**config.mk**
```make
export PLATFORM = sky130hd
export DESIGN_NAME = vx_ag_tcu_uop_seq
export DESIGN_NICKNAME = d
export VERILOG_FILES = /design/src/rtl/vx_ag_tcu_uop_seq_pkg.sv /design/src/rtl/vx_ag_tcu_uop_seq.sv
export SDC_FILE = /design/constraint.sdc
export NUM_CORES = 1
export LEC_CHECK = 0
export BUFFER_PORTS_ARGS = -buffer_cell sky130_fd_sc_hd__buf_2
export CORE_ASPECT_RATIO = 0.8
export CORE_MARGIN = 2
export CORE_UTILIZATION = 50
export CTS_BUF_LIST = sky130_fd_sc_hd__clkbuf_4 sky130_fd_sc_hd__clkbuf_8
export CTS_CLUSTER_SIZE = 16
export DETAILED_ROUTE_END_ITERATION = 10
export GPL_TIMING_DRIVEN = 0
export MAX_ROUTING_LAYER = met4
export PLACE_DENSITY = 0.78
export SYNTH_ARGS = -nofsm -noshare
export SYNTH_HDL_FRONTEND = slang
export SYNTH_SLANG_ARGS = --single-unit
export TNS_END_PERCENT = 100
```
**constraint.sdc**
```tcl
create_clock -name clk -period 5 [get_ports clk]
set_input_delay 1.25 -clock clk [delete_from_list [all_inputs] [get_ports clk]]
set_output_delay 1.25 -clock clk [all_outputs]
set_load 0.02 [all_outputs]
```
**src/rtl/vx_ag_tcu_uop_seq_pkg.sv**
```systemverilog
// Shared constants and uop payload types for the AG-TCU micro-op sequencer.
package vx_ag_tcu_uop_seq_pkg;

  // A and B sub-block counts per tile-MMA instruction
  localparam int unsigned AG_TCU_M_STEPS = 4;
  localparam int unsigned AG_TCU_N_STEPS = 4;
  // Step index width (supports up to 16 sub-blocks per dimension)
  localparam int unsigned AG_TCU_STEP_W  = 4;
  // Source/destination format field width
  localparam int unsigned AG_TCU_FMT_W   = 4;
  // Flattened (m,n) fragment index width: 15*16+15 fits in 8 bits
  localparam int unsigned AG_TCU_IDX_W   = 8;

  typedef enum logic {
    SEQ_IDLE = 1'b0,
    SEQ_BUSY = 1'b1
  } seq_state_e;

  // Width-independent control part of one uop
  typedef struct packed {
    logic [AG_TCU_STEP_W-1:0] step_m;
    logic [AG_TCU_STEP_W-1:0] step_n;
    logic [AG_TCU_FMT_W-1:0]  fmt_s;
    logic [AG_TCU_FMT_W-1:0]  fmt_d;
    logic                     sop;
    logic                     eop;
  } ag_tcu_uop_t;

  // C/D fragment offset m*nsteps+n; nsteps is a parameter so this folds to shift/add
  function automatic logic [AG_TCU_IDX_W-1:0] ag_tcu_flat_idx(
    input logic [AG_TCU_STEP_W-1:0] m,
    input logic [AG_TCU_STEP_W-1:0] n,
    input int unsigned              nsteps
  );
    return AG_TCU_IDX_W'(m) * AG_TCU_IDX_W'(nsteps) + AG_TCU_IDX_W'(n);
  endfunction

endpackage

```
**src/rtl/vx_ag_tcu_uop_seq.sv**
```systemverilog
// Expands one tile-MMA instruction into M_STEPS*N_STEPS uops (n inner, m outer),
// streaming one uop per cycle under valid/ready with sop/eop framing.
module vx_ag_tcu_uop_seq
  import vx_ag_tcu_uop_seq_pkg::*;
#(
  parameter int unsigned M_STEPS       = AG_TCU_M_STEPS,
  parameter int unsigned N_STEPS       = AG_TCU_N_STEPS,
  parameter int unsigned META_W        = 32,
  parameter int unsigned NUM_REGS_BITS = 8
) (
  input  logic                     clk,
  input  logic                     reset,
  input  logic                     in_valid,
  output logic                     in_ready,
  input  logic [META_W-1:0]        in_meta,
  input  logic [NUM_REGS_BITS-1:0] in_rs1,
  input  logic [NUM_REGS_BITS-1:0] in_rs2,
  input  logic [NUM_REGS_BITS-1:0] in_rd,
  input  logic [AG_TCU_FMT_W-1:0]  in_fmt_s,
  input  logic [AG_TCU_FMT_W-1:0]  in_fmt_d,
  output logic                     out_valid,
  input  logic                     out_ready,
  output logic [META_W-1:0]        out_meta,
  output logic [NUM_REGS_BITS-1:0] out_rs1,
  output logic [NUM_REGS_BITS-1:0] out_rs2,
  output logic [NUM_REGS_BITS-1:0] out_rs3,
  output logic [NUM_REGS_BITS-1:0] out_rd,
  output logic [AG_TCU_STEP_W-1:0] out_step_m,
  output logic [AG_TCU_STEP_W-1:0] out_step_n,
  output logic [AG_TCU_FMT_W-1:0]  out_fmt_s,
  output logic [AG_TCU_FMT_W-1:0]  out_fmt_d,
  output logic                     out_sop,
  output logic                     out_eop
);

  localparam int unsigned REG_W = NUM_REGS_BITS;
  localparam logic [AG_TCU_STEP_W-1:0] M_LAST = AG_TCU_STEP_W'(M_STEPS - 1);
  localparam logic [AG_TCU_STEP_W-1:0] N_LAST = AG_TCU_STEP_W'(N_STEPS - 1);
  localparam logic SINGLE_UOP = (M_STEPS == 1) && (N_STEPS == 1);

  seq_state_e         state_q;
  logic               valid_q;
  ag_tcu_uop_t        uop_q;
  logic [META_W-1:0]  meta_q;
  logic [REG_W-1:0]   base_rs1_q, base_rs2_q, base_rd_q;
  logic [REG_W-1:0]   rs1_q, rs2_q, rd_q;

  logic                     in_fire, out_fire;
  logic [AG_TCU_STEP_W-1:0] m_d, n_d;
  logic [REG_W-1:0]         rs1_d, rs2_d, rd_d;
  logic                     eop_d;

  // Accept when idle, or when the last uop leaves this cycle (zero-bubble reload)
  assign in_ready = reset && ((state_q == SEQ_IDLE) || (uop_q.eop && out_ready));
  assign in_fire  = in_valid && in_ready;
  assign out_fire = valid_q && out_ready;

  // Next (m,n) step and its register numbers, used when a non-last uop fires
  always_comb begin
    m_d   = uop_q.step_m;
    n_d   = uop_q.step_n + AG_TCU_STEP_W'(1);
    if (uop_q.step_n == N_LAST) begin
      n_d = '0;
      m_d = uop_q.step_m + AG_TCU_STEP_W'(1);
    end
    rs1_d = base_rs1_q + REG_W'(m_d);
    rs2_d = base_rs2_q + REG_W'(n_d);
    rd_d  = base_rd_q + REG_W'(ag_tcu_flat_idx(m_d, n_d, N_STEPS));
    eop_d = (m_d == M_LAST) && (n_d == N_LAST);
  end

  // Sequencer state, step counters and registered uop outputs
  always_ff @(posedge clk) begin
    if (!reset) begin
      state_q    <= SEQ_IDLE;
      valid_q    <= 1'b0;
      uop_q      <= '0;
      meta_q     <= '0;
      base_rs1_q <= '0;
      base_rs2_q <= '0;
      base_rd_q  <= '0;
      rs1_q      <= '0;
      rs2_q      <= '0;
      rd_q       <= '0;
    end else begin
      if (in_fire) begin
        state_q      <= SEQ_BUSY;
        valid_q      <= 1'b1;
        meta_q       <= in_meta;
        base_rs1_q   <= in_rs1;
        base_rs2_q   <= in_rs2;
        base_rd_q    <= in_rd;
        rs1_q        <= in_rs1;
        rs2_q        <= in_rs2;
        rd_q         <= in_rd;
        uop_q.step_m <= '0;
        uop_q.step_n <= '0;
        uop_q.fmt_s  <= in_fmt_s;
        uop_q.fmt_d  <= in_fmt_d;
        uop_q.sop    <= 1'b1;
        uop_q.eop    <= SINGLE_UOP;
      end else begin
        case (state_q)
          SEQ_BUSY: begin
            if (out_fire) begin
              if (uop_q.eop) begin
                state_q <= SEQ_IDLE;
                valid_q <= 1'b0;
              end else begin
                uop_q.step_m <= m_d;
                uop_q.step_n <= n_d;
                uop_q.sop    <= 1'b0;
                uop_q.eop    <= eop_d;
                rs1_q        <= rs1_d;
                rs2_q        <= rs2_d;
                rd_q         <= rd_d;
              end
            end
          end
          default: begin
            valid_q <= 1'b0;
          end
        endcase
      end
    end
  end

  assign out_valid  = valid_q;
  assign out_meta   = meta_q;
  assign out_rs1    = rs1_q;
  assign out_rs2    = rs2_q;
  assign out_rs3    = rd_q;
  assign out_rd     = rd_q;
  assign out_step_m = uop_q.step_m;
  assign out_step_n = uop_q.step_n;
  assign out_fmt_s  = uop_q.fmt_s;
  assign out_fmt_d  = uop_q.fmt_d;
  assign out_sop    = uop_q.sop;
  assign out_eop    = uop_q.eop;

endmodule

```
# Word level (Yosys, flattened, before mapping)
# Index checks and enable logic that the tools add are counted.
# classes
multipliers	0
n_eq_ne	6
n_mux	26
div_mod_pow	0
shift	0
n_reduce_logical	13
n_lt_le_gt_ge	0
add_sub_neg	6
n_bitwise	3
# op_table
op	n
8-bit 2-to-1 mux	12
8-bit by 4-bit adder with 8-bit output	2
4-bit by 2-bit equality test with 1-bit output (second input constant)	3
4-bit by 1-bit adder with 4-bit output (second input constant)	2
8-bit by 7-bit adder with 8-bit output	1
1-bit 2-to-1 mux	8
2-bit 2-to-1 mux	4
4-bit 2-to-1 mux	2
6-bit by 4-bit adder with 7-bit output	1
3-bit by 1-bit inequality test with 1-bit output (second input constant)	2
3-bit AND reduction	2
1-bit logical AND	5
2-bit AND reduction	2
2-bit nonzero test	2
1-bit inverter	3
2-bit by 1-bit inequality test with 1-bit output (second input constant)	1
2-bit OR reduction	1
1-bit logical OR	1
# totals
ramBits	0
elab_cells	69
regBits	100
latchBits	0
rom_bits	0
memories	0

# Longest topological paths before layout
# Gate-level depths: netlist (run 1).
# logic_depth
word_depth	8
mapped_depth	11
mapped_depth_nobuf	10

# Least setup slack after synthesis (run 1)
# No wires, ideal clock.
# synth_path
path_kind	input to output
from	input port reset
to	output port in_ready
arrival_time_ns	2.068
path_stages	4
path_buffers	2
setup_slack_ns	1.682
cell_sequence	buf_2 clkinv_1 clkbuf_1 nor2_1
# synth_between
elab_chain_cells	1
# synth_rtl
item	line	rtl
from (decl)	vx_ag_tcu_uop_seq.sv:12	input logic reset,
1-bit logical AND	vx_ag_tcu_uop_seq.sv:54	assign in_ready = reset && ((state_q == SEQ_IDLE) || (uop_q.eop && out_ready));
to (decl)	vx_ag_tcu_uop_seq.sv:14	output logic in_ready,
# Every way passes these cells.

# Worst setup path after layout (run 1)
# Same ends and word-level chain as after synthesis.

==> impl_summary.md, run 1 <==
Timing
The total negative setup slack is 0 ns. At the pin with the least slew margin, the transition time is 0.792 ns. The max-slew headroom at the worst pin is 47.2%. Setup violations remaining at the end of the flow were counted as 0.

The hold violation total from the final report came to 0. The count of final max-slew check failures is 0. The clock skew is 0.0161 ns.

The share of the clock period used by the worst path after layout is 70.4%. The post-layout minimum cycle time is 3.52 ns. The highest clock rate is 0.284 GHz. Setup repair after global routing left no endpoint under its margin.

Yosys
The most used flip-flop cell after synthesis is sky130_fd_sc_hd__dfxtp_1. Summing the sequential cell areas from Yosys gives 41.3% of the chip area. The net count after synthesis is 667. Synthesis handed over a netlist of 573 instances. Averaged over all synthesized cells, the footprint is 8.46 um^2. After synthesis the cells add up to 0.00485 mm^2. The count of different cell masters after synthesis is 52. Synthesis inferred 100 register bits. In the synthesized netlist the async set-or-reset flop fraction comes to 0%. The count of flip-flops with a built-in enable after synthesis is 0. For this run, the number of Yosys warnings is 0.

Critical path
The worst setup path is captured at a primary output. The most numerous cell on the critical path is sky130_fd_sc_hd__buf_2. In this design, the stage delay of the slowest critical-path cell is 0.29 ns. The worst setup path is of the input port to primary output kind. The worst setup path is launched from an input port. The data arrival time at the worst-slack endpoint is 2.27 ns. The required arrival time at the worst endpoint is 3.75 ns. The cell at the slowest stage of the critical path is sky130_fd_sc_hd__clkbuf_1. Walking the worst path, the cells encountered are buf_2 -> clkinv_1 -> clkbuf_1 -> nor2_1 -> buf_2. Along the worst path, the maximum fanout reaches 10.

Placement
At the end of routability-driven placement, the weighted congestion stood at 0.921. Including well taps, the total number of placed cells is 842. The HPWL after detailed placement is 10.6 mm. The count of buffers added on input and output ports is 150.

Floorplanning
Measured along the x axis, the die boundary spans 114 um. The die area is 0.0105 mm^2. The I/O pin total is 152.

The initial utilization of the core area, before any placement, comes to 50.9%. The number of core rows is 32. The area of the core is 0.00953 mm^2.

From bottom edge to top edge, the die measures 92.1 um.

Global routing
The initial antenna violation count is 0. The maximum number of pins on one net before global-route repair is 19. The combined global-route utilization of all metal layers is 27.4%.

The total overflow left after global routing is 0. The number of global-route vias before repair came to 4391. The first global-routing pass estimated 22.1 mm of wire.

Clock network
TritonCTS built the clock tree. The cell sitting at the root of the clock tree is a sky130_fd_sc_hd__clkbuf_8. The level count of the clock H-tree is 3. The clock passes through at most 2 buffers. In this run, post-CTS repair resized a total of 0 instances. The number of clock buffers added by TritonCTS is 9. The number of hold buffers added after cts is 0. The source-to-sink clock delay at the later pin of the worst-skew pair is 0.38 ns.

The clock slew at the register clock pins of the worst setup and hold paths is 0.10 ns. The TritonCTS sink count is 100. The post-CTS setup-driven buffer insertion count is 0.

Cells and area
The fraction of final layout cells sized beyond drive strength 1 is 29.1%. For this run, the post-layout net count is 828. After the flow finishes, the layout carries non-filler instances totaling 858. The growth of design area from synthesis to finish is 22.9%. 0 antenna diodes ended up in the layout.

The number of filler instances in the final layout is 848.

Detailed routing
The number of remaining DRC errors is 0. After detailed routing, the total wire length is 14.0 mm. The wire length per cell is 16.4 um.

After the first detailed-routing iteration, the DRC count stood at 350. The count of vias placed by the detailed router is 4796. The count of TritonRoute iterations in the first routing pass is 5. The via-per-instance ratio is 5.59. The remaining antenna violation count is 0.

Power
Sequential cells burn 51.2% of the power. The total power per unit cell area is 283 mW/mm^2. Summed over all cells, the static leakage comes to 2.83 nW. The switching power is 0.000505 W.

The internal power of the cells totals 0.00118 W. The proportion of power drawn by the clock network is 32.3%. The largest vdd supply drop is 215 uV. The switching power as a share of total power is 29.9%. The combinational cell fraction of total power is 16.5%.

Run
The max-capacitance violation count is 0.

Min path
The path class of the lowest-slack min-delay path is flop to flop.

Outcome
The run finished with clean final reports.
## logic make-up after synthesis
logic type	Yosys count	synth area share, %
fa+ha+maj	26	7.49
buf+inv	58	6.51
flops	100	41.3
xor+xnor	11	1.99
compound gates	152	21.5
simple gates	222	20.3
mux	4	0.826
## layer usage
metal	share of wire (%)	track usage, %	wire length, um
met5	0	-	0
met4	1.8	7.22	248
met3	8.1	6.21	1130
met2	45	41.8	6350
met1	45	37.0	6300
## through the flow
step	cell area (um^2)	setup WS [ns]	util [%]	hold slack [ns]	power [W]
floorplan	4850	1.68	-	0.427	0.00105
global placement	5750	1.52	60.3	0.437	0.00115
detailed placement	5750	1.50	60.3	0.441	0.00116
CTS	5950	1.50	62.5	0.459	0.00169
global route	5950	1.27	62.5	0.478	0.00175
finish	5950	1.48	62.5	0.455	0.00169
## cell type report
| class | instances | area [um^2] | area share, % |
|---|---|---|---|
| multi-input cells | 415 | 2530 | 42.5 |
| flip-flops and latches | 100 | 2000 | 33.6 |
| repair buffers | 150 | 751 | 12.6 |
| plain buffers | 44 | 263 | 4.41 |
| well taps | 119 | 149 | 2.50 |
| clock buffers | 9 | 124 | 2.08 |
| clock inverters | 7 | 83.8 | 1.41 |
| inverters | 14 | 52.6 | 0.883 |
## synthesized netlist by cell type (6+ instances only)
master	number	area (um^2)
sky130_fd_sc_hd__a21oi_1	62	310
sky130_fd_sc_hd__ha_1	21	263
sky130_fd_sc_hd__o22ai_1	7	43.8
sky130_fd_sc_hd__o221ai_1	8	70.1
sky130_fd_sc_hd__buf_2	15	75.1
sky130_fd_sc_hd__nand2_1	144	541
sky130_fd_sc_hd__o31ai_1	7	52.6
sky130_fd_sc_hd__o21ai_0	9	45.0
sky130_fd_sc_hd__buf_4	13	97.6
sky130_fd_sc_hd__a211oi_1	18	135
sky130_fd_sc_hd__and4_1	6	52.6
sky130_fd_sc_hd__clkbuf_1	11	41.3
sky130_fd_sc_hd__nor3_1	21	105
sky130_fd_sc_hd__nor2_1	12	45.0
sky130_fd_sc_hd__nand3_1	17	85.1
sky130_fd_sc_hd__dfxtp_1	100	2000
sky130_fd_sc_hd__a21o_1	6	45.0
sky130_fd_sc_hd__xnor2_1	7	61.3
sky130_fd_sc_hd__inv_1	13	48.8
## state kept, by name, summed over array words and instances (netlist names)
register	count
out_step_n	4
out_rs2	8
base_rs2_q	8
out_eop	1
out_valid	1
out_fmt_d	4
base_rs1_q	8
base_rd_q	8
state_q	1
out_rs1	8
out_step_m	4
out_sop	1
out_fmt_s	4
out_rd	8
out_meta	32
## power groups by stage
stage                     Sequential [W]  Clock [W]  Combinational, W
after detailed placement        0.000882          0          0.000275
after global routing            0.000869   0.000581          0.000304
final                           0.000864   0.000546          0.000278
after CTS                       0.000864   0.000548          0.000276
after floorplan                 0.000912          0          0.000139
after global placement          0.000879          0          0.000270
## cells in the final DEF, fill, tap and decap left out, drive strengths merged, types with 3 or more instances in the layout
cell,instances
a211oi,18
a21o,6
a21oi,62
a22o,4
a2bb2oi,4
a311oi,7
a41oi,4
and3,4
and3b,3
and4,6
buf,183
clkbuf,20
clkinv,4
dfxtp,100
fa,5
ha,21
inv,15
mux2i,4
nand2,145
nand3,17
nor2,13
nor3,21
o21a,3
o21ai,10
o21bai,5
o221ai,8
o22ai,7
o31ai,8
or2,3
or3,5
xnor2,7
xor2,4
## worst max-delay path, delay by kind of cell
family | cells | cell delay [ns]
AND/OR/NAND/NOR | 1 | 0.15
buffers and inverters | 4 | 0.86
## final timing paths
kind | depth (start not counted) | start | slack, ns | to
worst max-delay path | 5 | reset | 1.48 | in_ready
worst min-delay path | 2 | out_fmt_d[0]$_SDFFE_PN0P_ | 0.45 | out_fmt_d[0]$_SDFFE_PN0P_
worst max register to register | 11 | out_step_n[0]$_SDFFE_PP0P_ | 1.49 | out_rd[7]$_SDFFE_PN0P_
worst min register to register | 2 | out_fmt_d[0]$_SDFFE_PN0P_ | 0.45 | out_fmt_d[0]$_SDFFE_PN0P_
Note: power is estimated with default switching activity, not from simulation.
==> inputs of run 2 (changes only) <==
- clock period: 5 -> 3.3 ns (I/O delays scaled with it)
==> impl_summary.md, run 2 (synthesis gave the netlist of run 1 again) <==
Timing
Derived from the worst setup path, the maximum achievable clock frequency is 0.321 GHz. The smallest hold slack is 0.455 ns (+0.0000600 ns). The final-report setup violation count is 0 (unchanged).

The setup slack of the critical path after layout is 0.182 ns (-1.30 ns). The post-layout minimum cycle time is 3.12 ns. The transition at the pin with the smallest max-transition slack is 0.788 ns (-0.00400 ns).

The count of final max-slew check failures came to 0 (unchanged). The max-slew headroom at the worst pin is 47.5% (+0.27 points). The hold violation total from the final report is 0 (unchanged). Of the available clock period, the critical path in the final layout requires 94.5%.

The clock skew came to 0.0160 ns (-0.0000860 ns).

Critical path
The data arrival time at the worst-slack endpoint is 3.38 ns (+1.11 ns). The largest stage delay on the critical path is 0.50 ns (+0.21 ns). The slowest stage of the critical path is the sky130_fd_sc_hd__fa_1 cell. The worst setup path is of the flop to flop kind. The worst-case register-to-register setup slack was 0.18 ns (-1.31 ns). The critical path goes through ha_1 -> nor3b_4 -> buf_4 -> xnor2_2 -> fa_1 -> inv_1 -> fa_1 -> a21o_1 -> a211oi_1 -> a2bb2oi_1 -> a21oi_1. The maximum fanout along the worst path is 10 (unchanged). STA classifies the critical path startpoint as a flop. Counting stages on the worst path, the most repeated cell is sky130_fd_sc_hd__fa_1. STA classifies the critical path endpoint as a flop. The required arrival time at the worst endpoint is 3.56 ns (-0.19 ns).

Global routing
The initial antenna violation count is 0 (unchanged). The number of global-route vias before repair came to 4402 (+0.25%). The wire length of the first global-routing pass is 22.1 mm (+0.12%).

The total congestion overflow is 0 (unchanged). The combined global-route utilization of all metal layers is 27.5% (+0.029 points). The maximum number of pins on one net before global-route repair is 19 (unchanged).

Detailed routing
The iteration-0 DRC count of the detailed router is 311 (-11%). The wire length per cell was 16.4 um (about the same). The number of remaining DRC errors is 0 (unchanged). The wire length reported by the detailed router is 14.1 mm (+0.17%). The remaining antenna violation count is 0 (unchanged). The count of vias placed by the detailed router was 4835 (+0.81%). The via-per-instance ratio is 5.63 (+0.70%). The count of TritonRoute iterations in the first routing pass is 6 (+1).

Placement
The HPWL after detailed placement is 10.6 mm (unchanged). The final weighted congestion of routability-driven global placement is 0.921 (unchanged). The worst setup slack after placement is -0.124 ns (-1.62 ns). The number of input and output port buffers inserted is 150 (unchanged). The instance area after placement is 0.00575 mm^2 (unchanged).

Clock network
The number of hold buffers added after cts is 0 (unchanged). The source-to-sink clock delay at the later pin of the worst-skew pair is 0.38 ns (about the same). CTS placed an instance of sky130_fd_sc_hd__clkbuf_8 at the clock tree root.

The maximum number of buffers from clock root to sink is 2 (unchanged). TritonCTS built the clock tree. The number of clock buffers inserted by TritonCTS is 9 (unchanged). The level count of the clock H-tree was 3 (unchanged). The TritonCTS sink count is 100 (unchanged). The clock slew at the register clock pins of the worst setup and hold paths was 0.10 ns (about the same).

Power
The share of power burned in registers is 51.3% (about the same). The switching power came to 0.000761 W (+51%). The largest vdd supply drop came to 326 uV (+51%). The total power draw is 0.00255 W (+51%). The total power per unit cell area is 426 mW/mm^2 (+50%). The switching power as a share of total power is 29.8% (-0.082 points). The proportion of power drawn by the clock network is 32.2% (about the same).

The leakage component of the power is 2.84 nW (+0.25%). The combinational cell fraction of total power is 16.5% (about the same). The cell-internal power is 0.00179 W (+52%).

Cells and area
The final antenna diode count is 0 (unchanged). The most common cell after layout, fill and taps aside is sky130_fd_sc_hd__buf_2. The post-layout net count is 829 (+0.12%). The flip-flop count of the largest register after layout was 32 (unchanged). In the layout the commonest cells are sky130_fd_sc_hd__buf_2 (164), sky130_fd_sc_hd__nand2_1 (144), sky130_fd_sc_hd__dfxtp_1 (98), sky130_fd_sc_hd__a21oi_1 (62). The fraction of final layout cells sized beyond drive strength 1 is 29.9% (+0.77 points).

The sequential cell area in the final layout is 0.00200 mm^2 (+0.12%). The area growth from synthesis to layout is 23.6%. The number of filler instances in the final layout is 852 (+0.47%). The multi-input combinational cell area was 0.00255 mm^2 (+0.89%). The cell area after layout came to 0.00599 mm^2 (+0.59%).

Outcome
The run finished with clean final reports.

Run
The max-capacitance violation count is 0 (unchanged).

Floorplanning
The area of the core is 0.00953 mm^2 (unchanged). The die extent in x is 114 um (unchanged). The starting density of the core is 50.9% (unchanged).

The I/O pin total is 152 (unchanged). The number of core rows is 32 (unchanged). The die boundary height is 92.1 um (unchanged). The die area is 0.0105 mm^2 (unchanged).

Min path
The path class of the lowest-slack min-delay path is flop to flop.
[run 2: power by group through the flow]
stage	Clock, W	Combinational [W]	Sequential, W
2_1_floorplan	0	0.000210	0.00138
3_3_place_gp	0	0.000409	0.00133
3_5_place_dp	0	0.000416	0.00134
4_1_cts	0.000830	0.000418	0.00131
5_1_grt	0.000880	0.000461	0.00132
6_report	0.000823	0.000421	0.00131
[run 2: per-stage QoR]
| stage | std cells | setup TNS (ns) | utilization, % |
|---|---|---|---|
| detailed placement | 842 | -0.339 | 60.3 |
| global route | 859 | -0.00412 | 62.8 |
| global placement | 842 | -0.0813 | 60.3 |
| floorplan | 573 | 0 | - |
| CTS | 859 | 0 | 62.7 |
| finish | 859 | 0 | 62.8 |
[run 2: worst paths after layout]
kind,from,endpoint,cells after the start
worst max register to register,out_step_n[0]$_SDFFE_PP0P_,out_rd[5]$_SDFFE_PN0P_,11
worst min register to register,out_fmt_d[0]$_SDFFE_PN0P_,out_fmt_d[0]$_SDFFE_PN0P_,2
worst min-delay path,out_fmt_d[0]$_SDFFE_PN0P_,out_fmt_d[0]$_SDFFE_PN0P_,2
worst max-delay path,out_step_n[0]$_SDFFE_PP0P_,out_rd[5]$_SDFFE_PN0P_,11
[run 2: final cells by class]
type	instances	share of cell area (%)
tap	119	2.49
clock buffer	9	2.07
clock inverter	7	1.40
timing repair buffer	151	12.7
inverter	14	0.878
multi-input combinational	415	42.6
sequential	100	33.5
buffer	44	4.43
[run 2: critical path, delay by kind of cell, from the launching register on]
kind	cells	cell delay, ns
buf+inv	2	0.27
compound gates	4	0.77
xor+xnor	1	0.12
simple gates	1	0.22
fa+ha+maj	3	1.21
flops	1	0.40
[run 2: what timing repair did]
action | CTS | global route
setup endpoints to repair | 4 | 4
resized for setup | 3 | 4
pin swaps | 0 | 1
buffers inserted | 1 | 0
[run 2: metal layers]
| metal | GRT usage (%) | part of all wire [%] | vias to the layer above |
|---|---|---|---|
| li1 | - | - | 2340 |
| met1 | 37.0 | 45 | 2239 |
| met2 | 41.8 | 45 | 226 |
| met3 | 6.21 | 7.9 | 30 |
| met4 | 7.32 | 2.0 | 0 |
| met5 | - | 0 | - |
